===== src/rtl/clk_div_ctrl_if.sv =====
// Divisor configuration handshake between a host and clk_div_ctrl.
// The host offers cfg_div with cfg_valid; the controller answers with cfg_ready.
interface clk_div_ctrl_if #(
    parameter int CNT_WIDTH = 32
);
    logic                 cfg_valid;
    logic [CNT_WIDTH-1:0] cfg_div;
    logic                 cfg_ready;

    modport master (
        output cfg_valid,
        output cfg_div,
        input  cfg_ready
    );

    modport slave (
        input  cfg_valid,
        input  cfg_div,
        output cfg_ready
    );
endinterface


===== src/rtl/clk_div_ctrl.sv =====
// Programmable clock divider: clk_out has a half-period of div_active clk_in cycles,
// with glitch-free divisor changes and a clean stop that always parks clk_out low.
//
// state | meaning
// ------+---------------------------------------------------------------
// IDLE  | clk_out held 0, counter 0, divisor writes take effect at once
// RUN   | counting; clk_out toggles at terminal count
// STOP  | run dropped while clk_out high; finish the high phase, then IDLE
module clk_div_ctrl #(
    parameter int CNT_WIDTH   = 32,
    parameter int DEFAULT_DIV = 10
) (
    input  logic                 clk_in,
    input  logic                 rst_n,
    input  logic                 run_en,
    input  logic                 err_clr,
    clk_div_ctrl_if.slave        cfg,
    output logic                 clk_out,
    output logic [CNT_WIDTH-1:0] div_active,
    output logic                 busy,
    output logic                 err
);

    typedef enum logic [1:0] {
        IDLE = 2'd0,
        RUN  = 2'd1,
        STOP = 2'd2
    } state_t;

    localparam logic [CNT_WIDTH-1:0] DIV_RST = CNT_WIDTH'(DEFAULT_DIV);
    localparam logic [CNT_WIDTH-1:0] ONE     = CNT_WIDTH'(1);

    state_t               state,       state_nxt;
    logic [CNT_WIDTH-1:0] counter,     counter_nxt;
    logic                 clk_out_nxt;
    logic [CNT_WIDTH-1:0] div_nxt;
    logic [CNT_WIDTH-1:0] pend_div,    pend_div_nxt;
    logic                 pend_valid,  pend_valid_nxt;
    logic                 err_nxt;

    logic                 xfer;
    logic                 xfer_ok;
    logic                 xfer_zero;
    logic                 tc;
    logic [CNT_WIDTH-1:0] div_settle;

    assign xfer      = cfg.cfg_valid && !pend_valid;
    assign xfer_ok   = xfer && (cfg.cfg_div != '0);
    assign xfer_zero = xfer && (cfg.cfg_div == '0);
    assign tc        = (counter == (div_active - ONE));

    // Divisor to carry into IDLE: a same-edge offer wins, else any pending one.
    assign div_settle = xfer_ok    ? cfg.cfg_div :
                        pend_valid ? pend_div    : div_active;

    always_ff @(posedge clk_in or negedge rst_n) begin
        if (!rst_n) begin
            state      <= IDLE;
            counter    <= '0;
            clk_out    <= 1'b0;
            div_active <= DIV_RST;
            pend_div   <= '0;
            pend_valid <= 1'b0;
            err        <= 1'b0;
        end else begin
            state      <= state_nxt;
            counter    <= counter_nxt;
            clk_out    <= clk_out_nxt;
            div_active <= div_nxt;
            pend_div   <= pend_div_nxt;
            pend_valid <= pend_valid_nxt;
            err        <= err_nxt;
        end
    end

    always_comb begin
        state_nxt      = state;
        counter_nxt    = counter;
        clk_out_nxt    = clk_out;
        div_nxt        = div_active;
        pend_div_nxt   = pend_div;
        pend_valid_nxt = pend_valid;
        err_nxt        = err;

        // A new zero-divisor error outranks a clear on the same edge.
        if (xfer_zero) begin
            err_nxt = 1'b1;
        end else if (err_clr) begin
            err_nxt = 1'b0;
        end

        if (xfer_ok && (state != IDLE)) begin
            pend_div_nxt   = cfg.cfg_div;
            pend_valid_nxt = 1'b1;
        end

        case (state)
            IDLE: begin
                counter_nxt = '0;
                clk_out_nxt = 1'b0;
                if (xfer_ok) begin
                    div_nxt = cfg.cfg_div;
                end
                if (run_en) begin
                    state_nxt = RUN;
                end
            end

            RUN: begin
                if (!run_en && !clk_out) begin
                    // Low phase: stop immediately, even at terminal count.
                    state_nxt      = IDLE;
                    counter_nxt    = '0;
                    div_nxt        = div_settle;
                    pend_valid_nxt = 1'b0;
                end else begin
                    if (tc) begin
                        counter_nxt = '0;
                        clk_out_nxt = !clk_out;
                        // Swap divisors only on the falling toggle so no half-period is cut.
                        if (clk_out && pend_valid) begin
                            div_nxt        = pend_div;
                            pend_valid_nxt = 1'b0;
                        end
                    end else begin
                        counter_nxt = counter + ONE;
                    end
                    if (!run_en) begin
                        if (tc) begin
                            state_nxt      = IDLE;
                            div_nxt        = div_settle;
                            pend_valid_nxt = 1'b0;
                        end else begin
                            state_nxt = STOP;
                        end
                    end
                end
            end

            STOP: begin
                if (tc) begin
                    state_nxt      = IDLE;
                    counter_nxt    = '0;
                    clk_out_nxt    = 1'b0;
                    div_nxt        = div_settle;
                    pend_valid_nxt = 1'b0;
                end else begin
                    counter_nxt = counter + ONE;
                end
            end

            default: begin
                state_nxt   = IDLE;
                counter_nxt = '0;
                clk_out_nxt = 1'b0;
            end
        endcase
    end

    always_comb begin
        busy          = pend_valid;
        cfg.cfg_ready = !pend_valid;
    end

endmodule

===== src/flat_wrapper.sv =====
// flat-port wrapper written by rule: the top's interface ports become plain ports
module clk_div_ctrl_flat 
#(
    parameter int CNT_WIDTH   = 32,
    parameter int DEFAULT_DIV = 10
)
  (clk_in, rst_n, run_en, err_clr, clk_out, div_active, busy, err, cfg_cfg_valid, cfg_cfg_div, cfg_cfg_ready);
  clk_div_ctrl_if #(.CNT_WIDTH(CNT_WIDTH)) cfg_i ();
  input  logic clk_in;
  input  logic rst_n;
  input  logic run_en;
  input  logic err_clr;
  output logic clk_out;
  output logic [CNT_WIDTH-1:0] div_active;
  output logic busy;
  output logic err;
  input wire logic [$bits(cfg_i.cfg_valid)-1:0] cfg_cfg_valid;
  input wire logic [$bits(cfg_i.cfg_div)-1:0] cfg_cfg_div;
  output wire logic [$bits(cfg_i.cfg_ready)-1:0] cfg_cfg_ready;
  assign cfg_i.cfg_valid = cfg_cfg_valid;
  assign cfg_i.cfg_div = cfg_cfg_div;
  assign cfg_cfg_ready = cfg_i.cfg_ready;
  clk_div_ctrl #(.CNT_WIDTH(CNT_WIDTH), .DEFAULT_DIV(DEFAULT_DIV)) u_core (.clk_in(clk_in), .rst_n(rst_n), .run_en(run_en), .err_clr(err_clr), .cfg(cfg_i), .clk_out(clk_out), .div_active(div_active), .busy(busy), .err(err));
endmodule

===== config.mk =====
export PLATFORM = sky130hd
export DESIGN_NAME = clk_div_ctrl_flat
export DESIGN_NICKNAME = d
export VERILOG_FILES = /design/src/rtl/clk_div_ctrl_if.sv /design/src/rtl/clk_div_ctrl.sv /design/src/flat_wrapper.sv
export SDC_FILE = /design/constraint.sdc
export NUM_CORES = 1
export LEC_CHECK = 0
export CORE_MARGIN = 5
export CORE_UTILIZATION = 54
export CTS_BUF_LIST = sky130_fd_sc_hd__clkbuf_4 sky130_fd_sc_hd__clkbuf_8
export CTS_CLUSTER_DIAMETER = 120
export CTS_CLUSTER_SIZE = 12
export DETAILED_ROUTE_END_ITERATION = 8
export PLACE_DENSITY = 0.79
export RECOVER_POWER = 50
export SLEW_MARGIN = 20
export SYNTH_ARGS = -nofsm -noshare
export SYNTH_HDL_FRONTEND = slang
export SYNTH_SLANG_ARGS = --single-unit

===== constraint.sdc =====
create_clock -name clk_in -period 3.4 [get_ports clk_in]
set_clock_uncertainty 0.15 [all_clocks]
set_input_delay 1.02 -clock clk_in [delete_from_list [all_inputs] [get_ports clk_in]]
set_output_delay 1.02 -clock clk_in [all_outputs]
set_load 0.01 [all_outputs]

==> out/results.tsv, run 1 <==
metric	value	unit
Final Power	0.00784	W
synthesized area per cell	8.81	um^2
clk sinks	101	
combinational share of power	64.6	%
first-pass GRT wire length	37.0	mm
top_reg_cell synth	dfrtp_1	
worst path required time	3530	ps
final-report setup violation count	7	
main combinational cell family by area after synthesis	simple AND/OR/NAND/NOR gates	
routed vias/inst	6.43	
Clk network pwr share	9.7	%
# diodes	0	
Sequential Power Share	25.7	%
Initial Util	55.4	%
Worst setup SP type	flip-flop	
post-synthesis compound-gate area fraction	18.0	%
final hold viol count	0	
Post-Synth XOR/XNOR Area	8.68	%
Die Area	16100	um^2
Residual DRC	0	
Lkg Pwr	3.83	nW
CTS tree	done	
post-route setup slack	-42.6	ps
Tightest Pin Transition	1150	ps
Mapped Nets	879	
top cell type by total area after synthesis	dfrtp_1	
synth unique cells	67	
Tcrit/Tclk final	101	%
row count	42	
drt wl/cell	19.9	um
largest net degree at the start of global routing	83	
switch share	45.5	%
port buffer count	72	
Synth top area share	33.6	%
part of the Yosys area used for sequential elements	34.3	%
Critical Path Fanout Max	31	
placed cell area	9060	um^2
Die Ht	127	um
Final HPWL DP	16.5	mm
Core Region	13300	um^2
commonest non-fill, non-tap cell in the layout	buf_4	
Initial DRC Count	962	
Hold Path Depth	1	
Switch Pwr	0.00357	W
final worst path period need	3440	ps
Slew Viols, Final	0	
failing checks	negative setup slack	
synthesized-area fraction occupied by adder cells	1.02	%
Area Overhead vs Synth	29.6	%
Tightest Hold Check Type	flip-flop to flip-flop	
ys async rst share	100	%
CP arrival	3570	ps
Max Freq	290	MHz
Cell Int Power	0.00427	W
design area	9540	um^2
Max Cap Violations	0	
grt ovf	0	
die width	127	um
vias in the first global route	7339	
share of cells above drive strength 1	25.1	%
Synth Warn #	0	
vias post-DR	7511	
gpl congestion	0.901	
Max-Slew Margin vs Limit	23.4	%
CTS Root Cell	clkbuf_8	
mux cell area share after synthesis	9.68	%
Worst setup EP type	flip-flop	
top cells by area, synth	dfrtp_1 34%, mux2_2 5.0%, xnor2_1 4.9%	
H-tree levels	3	
#FFs+latches synth	101	
Post-Synth Simple-Gate Area	21.5	%
kind of critical path	flip-flop to flip-flop	
Synth Cell Area	7370	um^2
initial antenna violation count	0	
DRT Wirelength	23.3	mm
Max clock buf depth	2	
most frequent cells in the layout	118 x buf_4, 98 x dfrtp_1, 71 x clkdlybuf4s50_1, 66 x nor2_1, 60 x nand2_1	
CTS Buf Count	9	
RSZ-0062 raised after global routing	yes	
Syn Inst Count	836	
R2R cell count	13	
GRT Util Overall	28.4	%
I/O Pins	73	
Clock Latency Late Sink	400	ps
Final nets	1031	
antenna-violating nets left	0	
filler cell count	986	
Worst IR Drop VDD	0.755	mV
Cell Pwr Density	822	nW/um^2
TritonRoute pass-1 iters	6	
number of flops mapped to enable cells by yosys	0	
status	finished with violations	
Worst-path clk slew	110	ps
power groups by stage:
stage,logic (W),clock network (W),registers [W]
after floorplan,0.00288,0,0.00198
after global routing,0.00544,0.000821,0.00205
after detailed placement,0.00474,0,0.00199
after CTS,0.00481,0.000774,0.00197
final,0.00507,0.000759,0.00201
after global placement,0.00462,0,0.00197
per-layer routing:
layer	part of all wire (%)	vias to the layer above	GRT usage, %
met4	3.6	0	12.3
met3	7.9	97	5.55
met2	48	425	46.8
li1	-	3398	-
met1	40	3591	36.4
met5	0	-	0
timing repair:
| action | 4_1_cts | 5_1_grt |
|---|---|---|
| setup buffers | 2 | 4 |
| resized for setup | 16 | 47 |
| pin swaps | 3 | 4 |
| endpoints found under the setup margin | 38 | 66 |
| hold buffers | 0 | 0 |
registers in the layout, summed over array words and instances (netlist names):
signal and cells:
u_core.counter 32, u_core.state 2, u_core.div_active 32, u_core.pend_div 32, u_core.clk_out 1, u_core.err 1, u_core.busy 1
path summary, 6_finish.rpt:
path,slack [ps],endpoint,startpoint
max,-40,u_core.div_active[10],u_core.div_active[0]
min,390,u_core.counter[0],u_core.counter[0]
max reg2reg,-40,u_core.div_active[10],u_core.div_active[0]
min reg2reg,390,u_core.counter[0],u_core.counter[0]
max in group asynchronous,600,u_core.counter[2],rst_n
min in group asynchronous,660,u_core.pend_div[6],rst_n
cell type report:
| class | count | area, um^2 | share of cell area, % |
|---|---|---|---|
| clock inverter | 6 | 53.8 | 0.564 |
| multi-input combinational | 629 | 4600 | 48.2 |
| tap | 176 | 220 | 2.31 |
| clock buffer | 10 | 131 | 1.38 |
| sequential | 101 | 2530 | 26.5 |
| timing repair buffer | 204 | 1850 | 19.4 |
| inverter | 43 | 161 | 1.69 |
metrics by stage:
| stage | util (%) | worst slack, ps | instances | hold slack [ps] | setup TNS [ps] |
|---|---|---|---|---|---|
| 2_1_floorplan | - | 36.2 | 836 | 330 | 0 |
| 5_1_grt | 71.8 | -165 | 1169 | 414 | -4390 |
| 3_5_place_dp | 68.2 | -582 | 1147 | 372 | -23690 |
| 6_report | 71.8 | -42.6 | 1169 | 394 | -84.5 |
| 3_3_place_gp | 68.2 | -543 | 1147 | 362 | -24810 |
| 4_1_cts | 70.2 | -14.8 | 1165 | 332 | -14.8 |
cell families after synthesis:
family,Yosys count
AO/OA/AOI/OAI,183
flip-flops,101
multiplexers,67
AND/OR/NAND/NOR,300
adder cells (fa/ha/maj),6
XOR/XNOR,73
buffers and inverters,106
worst max-delay path, cell delays in order, from the launching register on:
cell      delay, ps
dfrtp_1         460
inv_2           120
ha_4            150
nor3b_4         220
nand4_2         160
or4_4           520
a211oi_2        250
nor3_2           90
nor4_1          270
buf_4           180
nand4_1         150
buf_12          230
o221ai_1        240
a22oi_1         100
cell usage after synthesis, types with 3 or more instances:
cell type  instances
a211oi_1           3
a21oi_1            3
a22oi_1           32
a31oi_1            6
and3_1            12
buf_2              9
buf_4              7
buf_6              8
clkbuf_1          38
dfrtp_1           99
ha_1               6
inv_1             43
mux2_2            33
mux2i_1           33
nand2_1           60
nand2b_1           3
nand3_1           26
nand4_1           19
nor2_1            69
nor2b_1            7
nor3_1            54
nor4_1            16
nor4_2             4
nor4_4             3
nor4b_1            3
o2111ai_1          3
o211ai_1          32
o21ai_0           47
o221ai_1          32
or2_2              3
or3_1              4
or4_1              4
xnor2_1           41
xor2_1            32
(Power assumes the default switching activity.)
==> run 2: changes to the inputs <==
Settings changed: ABC_AREA set to 1, CORE_UTILIZATION 54 to 55.
==> run 2 against run 1 <==
Net effect:
- the flow finishes with violations (max-capacitance violations, max-slew violations)
- via count grew 28%
- largest cell class unchanged
- core utilization shrank 6.6 points
- final area increased by 7.3%
- global-route usage is 1.2 points higher
- setup slack gained 250 ps
- register-to-register slack better by 250 ps
- synthesized cell count up 77%
- flip-flop and latch count did not move
- hold slack got worse by 49 ps
- sequential share of layout area down 1.8 points
- clock power up 11%
- first-iteration DRC count is 0.52% lower
==> out/results.tsv, run 2 <==
metric	value	unit
first-pass GRT wire length	44.4	mm
post-route setup slack	204	ps
Residual DRC	0	
Syn Inst Count	1476	
Max Cap Violations	1	
Cell Pwr Density	888	nW/um^2
Worst IR Drop VDD	0.507	mV
failing checks	max-capacitance violations, max-slew violations	
most frequent cells in the layout	494 x nand2_1, 177 x inv_1, 149 x o21ai_0, 139 x nor2_1, 99 x dfrtp_1	
H-tree levels	3	
largest net degree at the start of global routing	68	
Worst setup EP type	flip-flop	
Max Freq	313	MHz
vias post-DR	9638	
# diodes	0	
setup TNS	0	ps
Tightest Hold Check Type	flip-flop to flip-flop	
most frequent cells after synthesis	495 x nand2_1, 178 x inv_1, 149 x o21ai_0, 140 x nor2_1, 99 x dfrtp_1	
DP Worst Slack	-230	ps
share of cells above drive strength 1	7.27	%
grt ovf	0	
Lkg Pwr	5.29	nW
Area Overhead vs Synth	17.3	%
Clock Latency Late Sink	400	ps
Synth Warn #	0	
clk sinks	101	
Initial Util	55.6	%
final-report setup violation count	0	
GRT Util Overall	29.6	%
Final HPWL DP	19.3	mm
Synth Cell Area	8730	um^2
antenna-violating nets left	0	
top cell type by total area after synthesis	dfrtp_1	
drt wl/cell	15.2	um
ys async rst share	100	%
CTS Buf Count	9	
Final nets	1593	
synthesized area per cell	5.92	um^2
initial antenna violation count	0	
port buffer count	72	
R2R cell count	20	
Max-Slew Margin vs Limit	-28.8	%
TritonRoute pass-1 iters	5	
commonest non-fill, non-tap cell in the layout	nand2_1	
kind of critical path	flip-flop to flip-flop	
Hold Slack	345	ps
gpl congestion	0.964	
r2r startpoint	u_core.div_active[1]	
most numerous cell in the Yosys netlist	nand2_1	
Worst setup SP type	flip-flop	
R2R Setup Slk	200	ps
Max clock buf depth	2	
number of flops mapped to enable cells by yosys	0	
vias in the first global route	9069	
Critical Path Source	u_core.div_active[1]	
routed vias/inst	5.44	
Critical Path Fanout Max	25	
crit path to	u_core.div_active[19]	
final core utilization	65.2	%
Tightest Pin Transition	1930	ps
Die Area	18500	um^2
#FFs+latches synth	101	
Mapped Nets	1519	
Synth top area share	28.4	%
part of the Yosys area used for sequential elements	29.0	%
final worst path period need	3200	ps
top cells by area, synth	dfrtp_1 28%, nand2_1 21%, o21ai_0 8.5%	
worst path required time	3590	ps
RSZ-0062 raised after global routing	no	
DRT Wirelength	26.9	mm
Worst-path clk slew	100	ps
Core Region	15700	um^2
die width	136	um
row count	46	
Initial DRC Count	957	
R2R Path End	u_core.div_active[19]	
synth unique cells	36	
top_reg_cell synth	dfrtp_1	
status	finished with violations	
CP arrival	3380	ps
Slew Viols, Final	35	
top flop regs	u_core.counter x32, u_core.div_active x32, u_core.pend_div x32	
CTS Root Cell	clkbuf_8	
Tcrit/Tclk final	94.0	%
I/O Pins	73	
final hold viol count	0	
Die Ht	136	um
CTS tree	done	
==> run 2: how the worst min path moves through the flow <==
stage                                    start              endpoint  slack, ps  cells after the start
after floorplan             u_core.pend_div[0]    u_core.pend_div[0]        310                      2
after global placement     u_core.pend_div[13]   u_core.pend_div[13]        330                      2
after detailed placement  u_core.div_active[1]  u_core.div_active[1]        330                      2
after CTS                 u_core.div_active[1]  u_core.div_active[1]        340                      2
after global routing      u_core.div_active[1]  u_core.div_active[1]        350                      2
final                     u_core.div_active[1]  u_core.div_active[1]        340                      2
==> run 2: where the power goes <==
part           internal [W]  switching (W)
clock              0.000398       0.000444
combinational       0.00230        0.00370
sequential          0.00163       0.000617
total               0.00434        0.00476
==> run 2: logic make-up (layout without fill, tap and decap cells) <==
family | after synthesis | after routing | synth area share, %
AO/OA/AOI/OAI | 278 | 278 | 16.1
XOR/XNOR | 58 | 58 | 5.82
adder cells (fa/ha/maj) | 6 | 6 | 0.860
buffers and inverters | 256 | 335 | 11.4
flip-flops | 101 | 101 | 29.0
AND/OR/NAND/NOR | 777 | 777 | 36.8
==> run 2: critical path: stages, from the launching register on <==
cell	delay, ps
dfstp_2	560
inv_1	90
ha_1	220
nand2_2	170
nor2_4	90
nand2_1	150
clkinv_1	100
nand2_1	70
nand2_1	60
nand3_1	110
nand2_1	80
nor2_1	100
nand2_1	90
nor2_4	130
nand3_4	160
nand2_2	180
nand2_2	120
buf_12	180
a21oi_1	180
nand2_1	80
nand2_1	50
==> run 2: timing repair <==
action	4_1_cts	5_1_grt
gates resized for setup	0	5
setup buffers	0	1
hold buffers	0	0
endpoints found under the setup margin	0	30
==> run 2: per-layer routing <==
metal | share of wire (%) | track usage (%) | up-vias
li1 | - | - | 4805
met1 | 44 | 39.2 | 4367
met2 | 47 | 49.3 | 408
met3 | 6.6 | 4.37 | 58
met4 | 2.4 | 10.9 | 0
met5 | 0 | 0 | -
==> run 2: cell type report <==
class                   count  area [um^2]
clock buffers              13          166
repair buffers            134         1310
flip-flops and latches    101         2530
fillers                  1456         5470
multi-input cells        1119         5230
inverters                 185          694
well taps                 216          270
clock inverters             3         43.8
==> run 2: per-stage QoR <==
| step | total power (W) | cells | instance area, um^2 |
|---|---|---|---|
| 2_1_floorplan | 0.00618 | 1476 | 8730 |
| 3_3_place_gp | 0.00807 | 1754 | 10000 |
| 3_5_place_dp | 0.00820 | 1754 | 10000 |
| 4_1_cts | 0.00906 | 1770 | 10200 |
| 5_1_grt | 0.0100 | 1771 | 10200 |
| 6_report | 0.00909 | 1771 | 10200 |
==> run 3: changes to the inputs <==
Settings changed: CTS_CLUSTER_SIZE 12 to 24, GPL_ROUTABILITY_DRIVEN set to 0.
==> run 3 against run 2 <==
Net effect:
- the flow now finishes without violations
- final area about the same
- clock power up 3.3%
- first-iteration DRC count shrank 1.7%
- global-route usage decreased by 0.28 points
- combinational power barely moved
- sequential power about the same
- non-clock buffer count down 3
- largest cell class unchanged
==> out/results.tsv, run 3 (synthesis results as in run 2) <==
metric	value	unit
Tcrit/Tclk final	92.8	%
met2 wire length	12.3	mm
Clock Latency Late Sink	400	ps
CP arrival	3310	ps
# diodes	0	
final-report setup violation count	0	
Final HPWL DP	18.8	mm
kind of critical path	input port to flip-flop	
RSZ-0062 raised after global routing	no	
Tightest Pin Transition	1480	ps
met3 WL	2.04	mm
port buffer count	72	
Area Overhead vs Synth	17.2	%
Core Region	15700	um^2
Max-Slew Margin vs Limit	1.50	%
Critical Path Fanout Max	28	
M1 WL	11.4	mm
Die Ht	136	um
Cell Int Power	0.00438	W
row count	46	
Hold Slack	358	ps
Worst-path clk slew	100	ps
antenna-violating nets left	0	
Worst setup EP type	flip-flop	
die width	136	um
commonest non-fill, non-tap cell in the layout	nand2_1	
Clk network pwr share	9.5	%
Tightest Hold Check Type	flip-flop to flip-flop	
DRT Wirelength	26.4	mm
CTS Root Cell	clkbuf_8	
Max Cap Violations	0	
Cell Pwr Density	892	nW/um^2
Slew Viols, Final	0	
Top Metal Used	met4	
status	completed	
switch share	52.0	%
combinational share of power	66.0	%
vias post-DR	9573	
routed vias/inst	5.41	
worst path required time	3550	ps
final hold viol count	0	
top flop regs	u_core.counter x32, u_core.div_active x32, u_core.pend_div x32	
GRT Util Overall	29.4	%
Die Area	18500	um^2
TritonRoute pass-1 iters	6	
share of cells above drive strength 1	7.22	%
grt ovf	0	
CTS tree	done	
clk sinks	101	
vias in the first global route	9088	
CTS Buf Count	9	
Worst IR Drop VDD	0.582	mV
Lkg Pwr	5.29	nW
drt wl/cell	14.9	um
Initial Util	55.6	%
Sequential Power Share	24.5	%
initial antenna violation count	0	
most frequent cells in the layout	494 x nand2_1, 177 x inv_1, 149 x o21ai_0, 139 x nor2_1, 99 x dfrtp_1	
final worst path period need	3160	ps
H-tree levels	3	
design area	10200	um^2
largest net degree at the start of global routing	102	
first-pass GRT wire length	43.8	mm
Max clock buf depth	2	
Final nets	1590	
I/O Pins	73	
Initial DRC Count	941	
Max Freq	317	MHz
placed cell area	9990	um^2
Residual DRC	0	
Worst setup SP type	input port	
Switch Pwr	0.00475	W
-- run 3: cell count changes in the layout (fill, tap and decap cells not counted), sizes merged --
cell and change:
clkinvlp +1, clkdlybuf4s50 -1, dlygate4sd3 +1, buf -3, clkinv -1
-- run 3: metal layers --
metal	vias up	global-route usage [%]
li1	4798	-
met1	4310	38.2
met2	406	49.5
met3	59	4.29
met4	0	11.0
met5	-	0
-- run 3: layout make-up --
class / count / area (um^2)
Fill cell: 1468 / 5470
Multi-Input combinational cell: 1119 / 5240
Sequential cell: 101 / 2530
Timing Repair Buffer: 131 / 1290
Inverter: 185 / 694
Tap cell: 216 / 270
Clock buffer: 13 / 173
Clock inverter: 3 / 42.5
-- run 3: worst paths after layout --
path	from	end	slack [ps]	cells after the start
setup / recovery	cfg_cfg_div[2]	u_core.div_active[31]	240	14
hold / removal	u_core.div_active[1]	u_core.div_active[1]	360	2
setup reg to reg	u_core.div_active[0]	u_core.div_active[0]	280	17
hold reg to reg	u_core.div_active[1]	u_core.div_active[1]	360	2
max in group asynchronous	rst_n	u_core.counter[20]	1230	2
min in group asynchronous	rst_n	u_core.counter[5]	950	2
-- run 3: worst max-delay path, stage by stage --
cell	delay, ps
clkdlybuf4s50_1	420
inv_1	120
nand4_1	240
nor4_4	380
nand2_1	130
nand3_2	160
buf_12	200
o21ai_0	130
o21ai_0	170
o21ai_0	120
nand2_1	80
nand2_1	50
nand2_1	50
nand2_1	40
-- run 3: power groups by stage --
stage | logic [W] | registers, W | clock network, W
floorplan | 0.00406 | 0.00212 | 0
global placement | 0.00585 | 0.00224 | 0
detailed placement | 0.00598 | 0.00224 | 0
CTS | 0.00601 | 0.00222 | 0.000885
global route | 0.00686 | 0.00229 | 0.000923
finish | 0.00603 | 0.00224 | 0.000870
-- run 3: through the flow --
step           instances  worst slack (ps)  power [W]  TNS, ps  utilization [%]
3_3_place_gp        1750              -159    0.00809    -6510             63.6
4_1_cts             1766               207    0.00911        0             65.0
6_report            1768               244    0.00913        0             65.2
3_5_place_dp        1750              -197    0.00822    -8150             63.6
5_1_grt             1768              5.05     0.0101        0             65.2
2_1_floorplan       1476               428    0.00618        0                -
-- run 3: repair_timing --
item | in CTS | in global routing
endpoints found under the setup margin | 0 | 36
gates resized for setup | 0 | 5
hold buffers | 0 | 0
setup buffers | 0 | 2
